## src/rtl/johnson_pkg.sv

```systemverilog
// ============================================================================
//  Module      : johnson_pkg
//  Description : Shared types and helper functions for Johnson-code phase
//                decoding (state enum, successor, legality, phase index).
//                Functions take the code width as an argument and operate on
//                32-bit containers, so one package serves every WIDTH.
//  Revision    : 1.0 - initial release
// ============================================================================
`default_nettype none

package johnson_pkg;

    localparam int JOHNSON_MAX_W = 32;

    typedef enum logic [0:0] {
        UNLOCKED = 1'b0,
        LOCKED   = 1'b1
    } johnson_state_e;

    // All-ones mask covering the low w bits.
    function automatic logic [31:0] johnson_mask(input int w);
        return (w >= JOHNSON_MAX_W) ? 32'hFFFF_FFFF : ((32'd1 << w) - 32'd1);
    endfunction

    // MSB of a w-bit code, extracted with a shift to keep index widths exact.
    function automatic logic johnson_msb(input logic [31:0] c, input int w);
        return |(c & (32'd1 << (w - 1)));
    endfunction

    // Canonical successor: shift left, feed the inverted MSB into the LSB.
    function automatic logic [31:0] johnson_succ(input logic [31:0] c, input int w);
        logic [31:0] s;
        s = (c << 1) | {31'd0, ~johnson_msb(c, w)};
        return s & johnson_mask(w);
    endfunction

    // Legal when the ones (MSB=0) or the zeros (MSB=1) form a run from the LSB,
    // i.e. the relevant value has the form 2^k-1.
    function automatic logic johnson_legal(input logic [31:0] c, input int w);
        logic [31:0] x;
        logic [31:0] n;
        x = c & johnson_mask(w);
        n = johnson_msb(x, w) ? (~x & johnson_mask(w)) : x;
        return (n & (n + 32'd1)) == 32'd0;
    endfunction

    // Phase index of a legal code: popcount on the rising half, mirrored on
    // the falling half (all-ones lands on index w).
    function automatic logic [31:0] johnson_idx(input logic [31:0] c, input int w);
        int pc;
        pc = $countones(c & johnson_mask(w));
        return johnson_msb(c, w) ? 32'(2 * w - pc) : 32'(pc);
    endfunction

endpackage

`default_nettype wire

```

## src/rtl/johnson_code_check.sv

```systemverilog
// ============================================================================
//  Module      : johnson_code_check
//  Description : Combinational decode of one Johnson code word: legality flag,
//                binary phase index and one-hot phase (zero when illegal).
//  Revision    : 1.0 - initial release
// ============================================================================
`default_nettype none

module johnson_code_check
    import johnson_pkg::*;
#(
    parameter int WIDTH = 4,
    parameter int IDX_W = $clog2(2 * WIDTH)
) (
    input  logic [WIDTH-1:0]   code_i,
    output logic               legal_o,
    output logic [IDX_W-1:0]   idx_o,
    output logic [2*WIDTH-1:0] onehot_o
);

    localparam int PHASES = 2 * WIDTH;

    // Decode legality, index and one-hot for the presented code.
    always_comb begin
        legal_o  = johnson_legal(32'(code_i), WIDTH);
        idx_o    = IDX_W'(johnson_idx(32'(code_i), WIDTH));
        onehot_o = legal_o ? (PHASES'(1) << idx_o) : '0;
    end

endmodule

`default_nettype wire

```

## src/rtl/johnson_phase_decoder.sv

```systemverilog
// ============================================================================
//  Module      : johnson_phase_decoder
//  Description : Registers a one-hot phase and phase index from an upstream
//                Johnson counter, validates codes and steps, locks after
//                LOCK_STEPS good steps, counts laps while locked, flags errors.
//                Optional macro JOHNSON_DEC_ERRCNT_EN adds a saturating 8-bit
//                error counter port (err_count_o).
//  Revision    : 1.0 - initial release
// ============================================================================
`default_nettype none

module johnson_phase_decoder
    import johnson_pkg::*;
#(
    parameter int WIDTH      = 4,
    parameter int LOCK_STEPS = 2,
    parameter int LAP_W      = 8
) (
    input  logic                          clk,
    input  logic                          reset,
    input  logic [WIDTH-1:0]              code_i,
    input  logic                          code_valid_i,
    output logic [2*WIDTH-1:0]            phase_onehot_o,
    output logic [$clog2(2*WIDTH)-1:0]    phase_idx_o,
    output logic                          phase_valid_o,
    output logic                          locked_o,
    output logic [LAP_W-1:0]              lap_count_o,
    output logic                          err_o,
`ifdef JOHNSON_DEC_ERRCNT_EN
    output logic [7:0]                    err_count_o,
`endif
    output logic                          err_sticky_o
);

    localparam int                 PHASES   = 2 * WIDTH;
    localparam int                 IDX_W    = $clog2(PHASES);
    localparam logic [IDX_W-1:0]   LAST_IDX = IDX_W'(PHASES - 1);
    localparam logic [3:0]         LOCK_CNT = 4'(LOCK_STEPS);

    johnson_state_e       state_q, state_d;
    logic [WIDTH-1:0]     prev_q, prev_d;
    logic                 prev_vld_q, prev_vld_d;
    logic [3:0]           step_cnt_q, step_cnt_d;
    logic [PHASES-1:0]    onehot_q, onehot_d;
    logic [IDX_W-1:0]     idx_q, idx_d;
    logic                 valid_q, valid_d;
    logic [LAP_W-1:0]     lap_q, lap_d;
    logic                 err_q, err_d;
    logic                 sticky_q, sticky_d;

    logic                 w_legal;
    logic [IDX_W-1:0]     w_idx;
    logic [PHASES-1:0]    w_onehot;
    logic [WIDTH-1:0]     w_succ;
    logic [IDX_W-1:0]     w_prev_idx;
    logic                 w_is_succ;
    logic                 w_is_same;

    johnson_code_check #(
        .WIDTH (WIDTH),
        .IDX_W (IDX_W)
    ) u_check (
        .code_i   (code_i),
        .legal_o  (w_legal),
        .idx_o    (w_idx),
        .onehot_o (w_onehot)
    );

    // Relationship of the incoming code to the last accepted code.
    always_comb begin
        w_succ     = WIDTH'(johnson_succ(32'(prev_q), WIDTH));
        w_prev_idx = IDX_W'(johnson_idx(32'(prev_q), WIDTH));
        w_is_succ  = prev_vld_q && (code_i == w_succ);
        w_is_same  = prev_vld_q && (code_i == prev_q);
    end

    // Lock FSM next-state and output updates; idle cycles leave everything held.
    always_comb begin
        state_d    = state_q;
        prev_d     = prev_q;
        prev_vld_d = prev_vld_q;
        step_cnt_d = step_cnt_q;
        onehot_d   = onehot_q;
        idx_d      = idx_q;
        valid_d    = valid_q;
        lap_d      = lap_q;
        err_d      = 1'b0;
        sticky_d   = sticky_q;

        if (code_valid_i) begin
            case (state_q)
                UNLOCKED: begin
                    if (!w_legal) begin
                        err_d      = 1'b1;
                        sticky_d   = 1'b1;
                        step_cnt_d = '0;
                        valid_d    = 1'b0;
                        onehot_d   = '0;
                        prev_vld_d = 1'b0;
                    end else begin
                        prev_d     = code_i;
                        prev_vld_d = 1'b1;
                        valid_d    = 1'b1;
                        onehot_d   = w_onehot;
                        idx_d      = w_idx;
                        if (w_is_succ) begin
                            step_cnt_d = step_cnt_q + 4'd1;
                        end else if (!w_is_same) begin
                            step_cnt_d = '0;
                        end
                        if (step_cnt_d == LOCK_CNT) begin
                            state_d = LOCKED;
                        end
                    end
                end
                LOCKED: begin
                    if (w_is_same) begin
                        // Upstream stall: nothing changes.
                    end else if (w_is_succ) begin
                        prev_d   = code_i;
                        onehot_d = w_onehot;
                        idx_d    = w_idx;
                        if ((w_prev_idx == LAST_IDX) && (w_idx == '0)) begin
                            lap_d = lap_q + 1'b1;
                        end
                    end else begin
                        err_d      = 1'b1;
                        sticky_d   = 1'b1;
                        state_d    = UNLOCKED;
                        step_cnt_d = '0;
                        if (w_legal) begin
                            prev_d     = code_i;
                            prev_vld_d = 1'b1;
                            valid_d    = 1'b1;
                            onehot_d   = w_onehot;
                            idx_d      = w_idx;
                        end else begin
                            prev_vld_d = 1'b0;
                            valid_d    = 1'b0;
                            onehot_d   = '0;
                        end
                    end
                end
                default: begin
                    state_d = UNLOCKED;
                end
            endcase
        end
    end

    // State and output registers with synchronous reset.
    always_ff @(posedge clk) begin
        if (reset) begin
            state_q    <= UNLOCKED;
            prev_q     <= '0;
            prev_vld_q <= 1'b0;
            step_cnt_q <= '0;
            onehot_q   <= '0;
            idx_q      <= '0;
            valid_q    <= 1'b0;
            lap_q      <= '0;
            err_q      <= 1'b0;
            sticky_q   <= 1'b0;
        end else begin
            state_q    <= state_d;
            prev_q     <= prev_d;
            prev_vld_q <= prev_vld_d;
            step_cnt_q <= step_cnt_d;
            onehot_q   <= onehot_d;
            idx_q      <= idx_d;
            valid_q    <= valid_d;
            lap_q      <= lap_d;
            err_q      <= err_d;
            sticky_q   <= sticky_d;
        end
    end

`ifdef JOHNSON_DEC_ERRCNT_EN
    logic [7:0] err_cnt_q, err_cnt_d;

    // Saturating count of error pulses.
    always_comb begin
        err_cnt_d = err_cnt_q;
        if (err_d && (err_cnt_q != 8'hFF)) begin
            err_cnt_d = err_cnt_q + 8'd1;
        end
    end

    // Error counter register.
    always_ff @(posedge clk) begin
        if (reset) begin
            err_cnt_q <= '0;
        end else begin
            err_cnt_q <= err_cnt_d;
        end
    end

    assign err_count_o = err_cnt_q;
`endif

    assign phase_onehot_o = onehot_q;
    assign phase_idx_o    = idx_q;
    assign phase_valid_o  = valid_q;
    assign locked_o       = (state_q == LOCKED);
    assign lap_count_o    = lap_q;
    assign err_o          = err_q;
    assign err_sticky_o   = sticky_q;

endmodule

`default_nettype wire

```

## config.mk

```make
export PLATFORM = sky130hd
export DESIGN_NAME = johnson_phase_decoder
export DESIGN_NICKNAME = d
export VERILOG_FILES = /design/src/rtl/johnson_pkg.sv /design/src/rtl/johnson_code_check.sv /design/src/rtl/johnson_phase_decoder.sv
export SDC_FILE = /design/constraint.sdc
export NUM_CORES = 1
export LEC_CHECK = 0
export ABC_CLOCK_PERIOD_IN_PS = 4800
export CAP_MARGIN = 20
export CORE_UTILIZATION = 59
export CTS_BUF_LIST = sky130_fd_sc_hd__clkbuf_8
export DETAILED_ROUTE_END_ITERATION = 10
export GPL_TIMING_DRIVEN = 0
export PLACE_DENSITY_LB_ADDON = 0.12
export SETUP_SLACK_MARGIN = 0.5
export SYNTH_ARGS = -nofsm -noshare
export SYNTH_HDL_FRONTEND = slang
export SYNTH_SLANG_ARGS = --single-unit
```

## constraint.sdc

```tcl
create_clock -name clk -period 4.8 [get_ports clk]
set_clock_uncertainty 0.2 [all_clocks]
set_input_delay 0.96 -clock clk [delete_from_list [all_inputs] [get_ports clk]]
set_output_delay 0.96 -clock clk [all_outputs]
set_load 0.05 [all_outputs]
```

==> summary.txt, run 1 <==
Cells and area
  – Final instance area: 0.002252 sq mm
  – Final non-filler cell total: 281
  – Area growth, synth to finish: 24.05%
  – Share of layout cells above drive strength 1: under 10%
  – Final #Nets: about 270
  – Antenna Cells: 0

Die
  – Full die area: about 0.0033 sq mm
  – Core area: 0.002829 sq mm
  – Cell Rows: 19
  – IO Pins: 30
  – Chip Width: 57.47 microns
  – Chip height: 57.47 microns
  – Initial Utilization: between 60% and 70%

Critical path
  – Kind of critical path: primary input to flop
  – Critical Path AT: slightly below 4 ns
  – Setup crit end kind: flop
  – CP Launch Type: primary input
  – Req. time, crit path: 4.82 ns
  – Worst-path maximum fanout: 10

Placed design
  – HPWL Detailed: 3200 microns
  – Final RePlAce weighted congestion: 0.8260
  – Placed instance count: ~270
  – Dpl cell area: 0.002135 sq mm
  – I/O Buffers: 28

Detailed routing
  – Average wire per standard cell: 16.19 microns
  – # DRC: 2
  – Drt first pass iters: 7
  – DRT iter0 DRCs: ~140
  – Vias per std cell: 6.367
  – Post-route ant nets: 0
  – Vias: 1,789
  – Total wire length: 4549 microns

Timing
  – RSZ-0062 raised after global routing: false
  – Minimum clock period: just under 4 ns
  – Final TNS setup: 0 ns
  – Finish-stage setup viols: 0
  – Final Max Slew Viols: 0
  – Slew @ Worst Pin: around 0.8 ns
  – Relative slew margins: 47.47%
  – Fin. Hold Viols: 0
  – Crit share post-route: 80.66%
  – Fmax: 258.3 MHz

Clock tree
  – Hold-fix buffers at CTS: 0
  – Bufs on Longest Clock Path: 2
  – Postcts setup bufs: 0
  – H-Tree Depth: 2
  – Clock Latency Late Sink: 0.29 ns
  – TritonCTS clock tree: done
  – Resize count post-CTS: 0
  – Clk sinks: 31
  – CTS Buf Count: 5
  – Clock root buffer: clkbuf_8
  – Clock Pin Slew Worst Setup and Hold Paths: 0.07 ns

Yosys
  – Seq cells post-synth: 31
  – Synth Area in XOR/XNOR: 6.754%
  – Synth cell types: 48
  – Synthesized cell area: about 0.0018 sq mm
  – Post-synthesis adder-cell area fraction: ~7.7%
  – Synth Area in Compound Gates: a little over a fifth
  – Post-synthesis sequential area ratio: about 34%
  – Synth top area share: 34.18%
  – Mean Syn Cell Area: 8.484 sq um
  – Yosys top cell by area: dfxtp_1
  – Synthesized net count: about 230
  – Cells after Synth: approximately 210
  – Largest family of logic cells by synthesized area: simple AND/OR/NAND/NOR gates
  – Top FF cell, synth: dfxtp_1
  – Post-synth EDFFs: 0
  – Synth Area in Simple Gates: a little under a quarter
  – Synth area leaders: dfxtp_1 (34%), a21oi_1 (7.2%), ha_1 (5.5%)
  – Post-synth ARST share: 0%
  – YS warnings: 0
  – Multiplexer share of the synthesized area: under 10%

Status
  – Failing checks: DRC
  – Status: finished with violations

Run
  – Max-cap violations: 0

Power and ir drop
  – VDD IR max: 0.2444 mV
  – Leakage power figure: approximately 0.00078 uW
  – Total Power: 705.5 uW
  – Pwr dens: 313.3 mW/mm^2

GRT
  – Global route total overflow: 0
  – GRT Resource Usage Total: 30.02%
  – Initial antenna violation count: 0
  – Vias in the first global route: about 1,700
  – Pin count of the biggest net entering global routing: 11
  – First-pass GRT wire length: 7603 microns

Hold path
  – HP Class: flop to flop
-- synth_stat cells, types with 4 or more instances --
library cell   n
dfxtp_1       31
a21oi_1       26
nand2_1       16
nand3_1       16
o21ai_0       13
nor2_1        10
nand4_1        9
xnor2_1        9
ha_1           8
or3_1          6
inv_1          5
xor2_1         5
buf_2          4
-- cell usage in the layout, fill, tap and decap left out, types with 2 or more instances in the layout --
| master | n |
|---|---|
| clkbuf_1 | 3 |
| and3_1 | 2 |
| a211oi_1 | 2 |
| a21oi_1 | 26 |
| o31ai_1 | 3 |
| a41o_1 | 2 |
| fa_1 | 2 |
| clkdlybuf4s50_1 | 28 |
| nand2_1 | 16 |
| a22oi_1 | 2 |
| or3_1 | 6 |
| nand4_1 | 9 |
| mux2i_1 | 2 |
| xnor2_1 | 9 |
| nand3b_1 | 3 |
| ha_1 | 8 |
| nand2b_1 | 3 |
| nor2b_1 | 3 |
| nand3_1 | 16 |
| buf_2 | 4 |
| nor2_1 | 10 |
| o2bb2ai_1 | 3 |
| dfxtp_1 | 31 |
| or2_2 | 2 |
| o22ai_1 | 2 |
| xor2_1 | 5 |
| o21ai_0 | 13 |
| inv_1 | 5 |
| nor3_1 | 2 |
| clkbuf_8 | 6 |
-- layout make-up --
cell class	instances	area [sq um]
Tap cell	31	38.79
Clock inverter	2	35.03
Multi-Input combinational cell	169	1126
Timing Repair Buffer	28	280.3
Buffer	9	50.05
Inverter	5	18.77
Fill cell	198	576.8
Sequential cell	31	620.6
Clock buffer	6	82.58
-- stage by stage --
stage               hold WS, ns  utilization, %  setup WS (ns)
global route             0.2893           79.61         0.7727
finish                   0.2569           79.61         0.9284
detailed placement       0.2499           75.45         0.6505
floorplan                0.2682               -          1.551
CTS                      0.2615           79.61         0.9365
global placement         0.2325           75.45         0.7224
-- cells by family after synthesis --
logic type	after synthesis
compound gates	63
xor+xnor	14
fa+ha+maj	10
buf+inv	14
flops	31
mux	4
simple gates	78
-- sequential cells by signal (all words and copies together) (netlist names), 3 cells and up --
| name | count |
|---|---|
| phase_onehot_o | 8 |
| prev_q | 4 |
| phase_idx_o | 3 |
| step_cnt_q | 4 |
| lap_count_o | 8 |
-- routing by layer --
layer  vias to the layer above  wire length, microns  track usage (%)
li1                        859                     -                -
met5                         -                     0                0
met2                        63                  2272            48.50
met4                         0                    95            10.10
met1                       853                  1940            38.48
met3                        14                   240            8.617
-- path summary, 6_finish.rpt --
kind,start,endpoint,slack [ns],cells after the start
hold reg to reg,phase_onehot_o[3],phase_onehot_o[3],0.26,2
setup reg to reg,prev_q[3],lap_count_o[6],1.57,11
setup / recovery,code_i[1],lap_count_o[6],0.93,9
hold / removal,phase_onehot_o[3],phase_onehot_o[3],0.26,2
-- power by group --
| group | switching, uW | internal, uW | total [uW] | leakage, uW |
|---|---|---|---|---|
| Clock | 105 | 168 | 273 | 0.0000612 |
| Sequential | 8.35 | 266 | 275 | 0.000252 |
| Combinational | 101 | 57.0 | 158 | 0.000471 |
-- critical path, stage by stage --
cell and delay, ns:
clkdlybuf4s50_1 0.67, fa_1 0.52, ha_1 0.36, and4b_1 0.26
and3_1 0.18, o2111ai_2 0.20, buf_2 0.24, or3_1 0.36
a21oi_1 0.15
Note: power is estimated with default switching activity, not from simulation.
==> run 2, diff against run 1 <==
--- a/config.mk
+++ b/config.mk
@@ -5,9 +5,9 @@
 export SDC_FILE = /design/constraint.sdc
 export NUM_CORES = 1
 export LEC_CHECK = 0
-export ABC_CLOCK_PERIOD_IN_PS = 4800
+export ABC_CLOCK_PERIOD_IN_PS = 3800
 export CAP_MARGIN = 20
-export CORE_UTILIZATION = 59
+export CORE_UTILIZATION = 55
 export CTS_BUF_LIST = sky130_fd_sc_hd__clkbuf_8
 export DETAILED_ROUTE_END_ITERATION = 10
 export GPL_TIMING_DRIVEN = 0
==> constraint.sdc (replaced) <==
create_clock -name clk -period 3.8 [get_ports clk]
set_clock_uncertainty 0.2 [all_clocks]
set_input_delay 0.76 -clock clk [delete_from_list [all_inputs] [get_ports clk]]
set_output_delay 0.76 -clock clk [all_outputs]
set_load 0.05 [all_outputs]
==> run 2 against run 1 <==
  * The run now ends clean
  * Sequential share of layout area down 1.4 points
  * Global-route usage down 3.0 points
  * Clock power up 41%
  * Core utilization down 3.0 points
  * Design area up 5.6%
  * Count of clock-buffer cells in the layout down 1
  * Hold slack worse by 0.0088 ns
  * Final cell count up 5.3%
  * Non-clock buffer count up 2
  * Die area up 7.0%
  * Wire length down 6.7%
  * Via count down 3.1%
  * Largest cell class unchanged
==> summary.txt, run 2 (synthesized netlist as in run 1, its figures left out) <==
Timing
  – Final TNS setup: 0 ns
  – Slew @ Worst Pin: 0.5702 ns
  – Final Max Slew Viols: 0
  – Crit share post-route: 83.56%
  – Relative slew margins: 61.76%
  – Fmax: between 300 and 400 MHz
  – Hold slack: around 0.25 ns
  – Finish-stage setup viols: 0
  – RSZ-0062 raised after global routing: false
  – Fin. Hold Viols: 0
  – Post-layout worst setup margin: ~0.62 ns
  – Minimum clock period: 3.175 ns

Power and ir drop
  – Leakage power figure: 0.0008186 uW
  – Total Power: 942.6 uW
  – Clock power frac: about 40%
  – Gate power share: ~22%
  – VDD IR max: 0.2461 mV
  – Switch share: 28.21%
  – P_sw: 265.9 uW
  – Pwr dens: 396.3 mW/mm^2
  – Cell internal pwr: 676.7 uW
  – Sequential share of power: 36.7%

Placed design
  – Final RePlAce weighted congestion: 0.8470
  – HPWL Detailed: 2944 microns
  – Place WS: -0.1580 ns
  – I/O Buffers: 28

GRT
  – GRT Resource Usage Total: 26.98%
  – First-pass GRT wire length: around 7200 microns
  – Vias in the first global route: 1,597
  – Global route total overflow: 0
  – Pin count of the biggest net entering global routing: 11
  – Initial antenna violation count: 0

Clock tree
  – TritonCTS clock tree: done
  – Clk sinks: 31
  – Bufs on Longest Clock Path: 2
  – CTS Buf Count: 5
  – Clock Latency Late Sink: around 0.28 ns
  – H-Tree Depth: 2
  – Clock Pin Slew Worst Setup and Hold Paths: 0.07 ns
  – Clock root buffer: clkbuf_8

Cells and area
  – Area occupied by multi-input gates: 0.001210 sq mm
  – Final #Nets: between 200 and 300
  – Area growth, synth to finish: 31.01%
  – Share of layout cells above drive strength 1: a little over an eighth
  – FF/Latch Area: 621.8 sq um
  – Most common cell after layout, fill and taps aside: dfxtp_1
  – Antenna Cells: 0
  – Most frequent cells in the layout: dfxtp_1 (30), a21oi_1 (26), clkdlybuf4s50_1 (25), nand3_1 (16), nand2_1 (15)
  – Fill cells: 248

Detailed routing
  – Vias per std cell: 5.858
  – Post-route ant nets: 0
  – Vias: 1,734
  – Total wire length: 4245 microns
  – Average wire per standard cell: 14.34 microns
  – DRT iter0 DRCs: between 100 and 150
  – # DRC: 0
  – Drt first pass iters: 4

Die
  – Full die area: 0.003535 sq mm
  – Initial Utilization: roughly three fifths
  – IO Pins: 30
  – Core area: 0.003103 sq mm
  – Chip Width: 59.46 microns
  – Cell Rows: 20
  – Chip height: a little under 60 microns

Hold path
  – HP Class: flop to flop
  – Worst hold path depth: 2

Run
  – Max-cap violations: 0

Critical path
  – Req. time, crit path: ~3.8 ns
  – Worst-path maximum fanout: 7
  – Critical Path AT: between 3 and 4 ns
  – Cell depth of the worst flop-to-flop path: 11
  – CP Launch Type: primary input
  – Setup crit end kind: flop
  – Kind of critical path: primary input to flop

Status
  – Status: finished, final reports clean
## run 2: changes by cell type in the layout (fill, tap and decap cells not counted), moves of 2 or more
cell,change
ha_1,-3
clkdlybuf4s50_1,-3
ha_4,+3
clkbuf_2,+2
buf_4,+2
## run 2: path summary, 6_finish.rpt
check / slack (ns) / endpoint / from
worst max register to register: 0.69 / lap_count_o[6] / prev_q[1]
worst min-delay path: 0.25 / phase_onehot_o[3] / phase_onehot_o[3]
worst min register to register: 0.25 / phase_onehot_o[3] / phase_onehot_o[3]
worst max-delay path: 0.62 / lap_count_o[6] / code_i[3]
## run 2: layout make-up
class,count,area share (%)
multi-input cells,169,50.87
clock inverters,3,2.683
inverters,5,0.7891
flip-flops and latches,31,26.14
clock buffers,5,2.893
well taps,44,2.315
plain buffers,9,2.367
repair buffers,30,11.94
## run 2: critical path, cell delays in order
cell and delay [ns]:
dlygate4sd2_1 0.27, fa_2 0.64, ha_4 0.24, and4b_1 0.23, and3_1 0.20, o2111ai_4 0.16
buf_6 0.17, or3_1 0.34, a21oi_1 0.16
## run 2: repair_timing
item                       in CTS  in global routing
hold buffers                    0                  0
setup buffers                   2                  0
setup endpoints to repair       8                  6
pin swaps                       2                  1
resized for setup              15                  7
## run 2: power groups by stage
stage	Sequential [uW]	Clock (uW)	Combinational [uW]
2_1_floorplan	383	0	109
5_1_grt	348	400	229
6_report	346	385	211
3_5_place_dp	354	0	190
3_3_place_gp	354	0	188
4_1_cts	346	384	207
## run 2: metrics by stage
stage / instance area (sq um) / cells / utilization [%]
detailed placement: 2151 / 286 / 69.31
floorplan: 1815 / 214 / -
finish: 2379 / 296 / 76.65
global route: 2379 / 296 / 76.65
CTS: 2374 / 296 / 76.49
global placement: 2151 / 286 / 69.31
## run 2: layer usage
layer / vias to the layer above / part of all wire, % / global-route usage [%]
met5: - / 0 / 0
met4: 0 / 2.4 / 11.90
met3: 13 / 4.9 / 3.930
met2: 63 / 47 / 42.38
met1: 787 / 46 / 36.51
li1: 871 / - / -
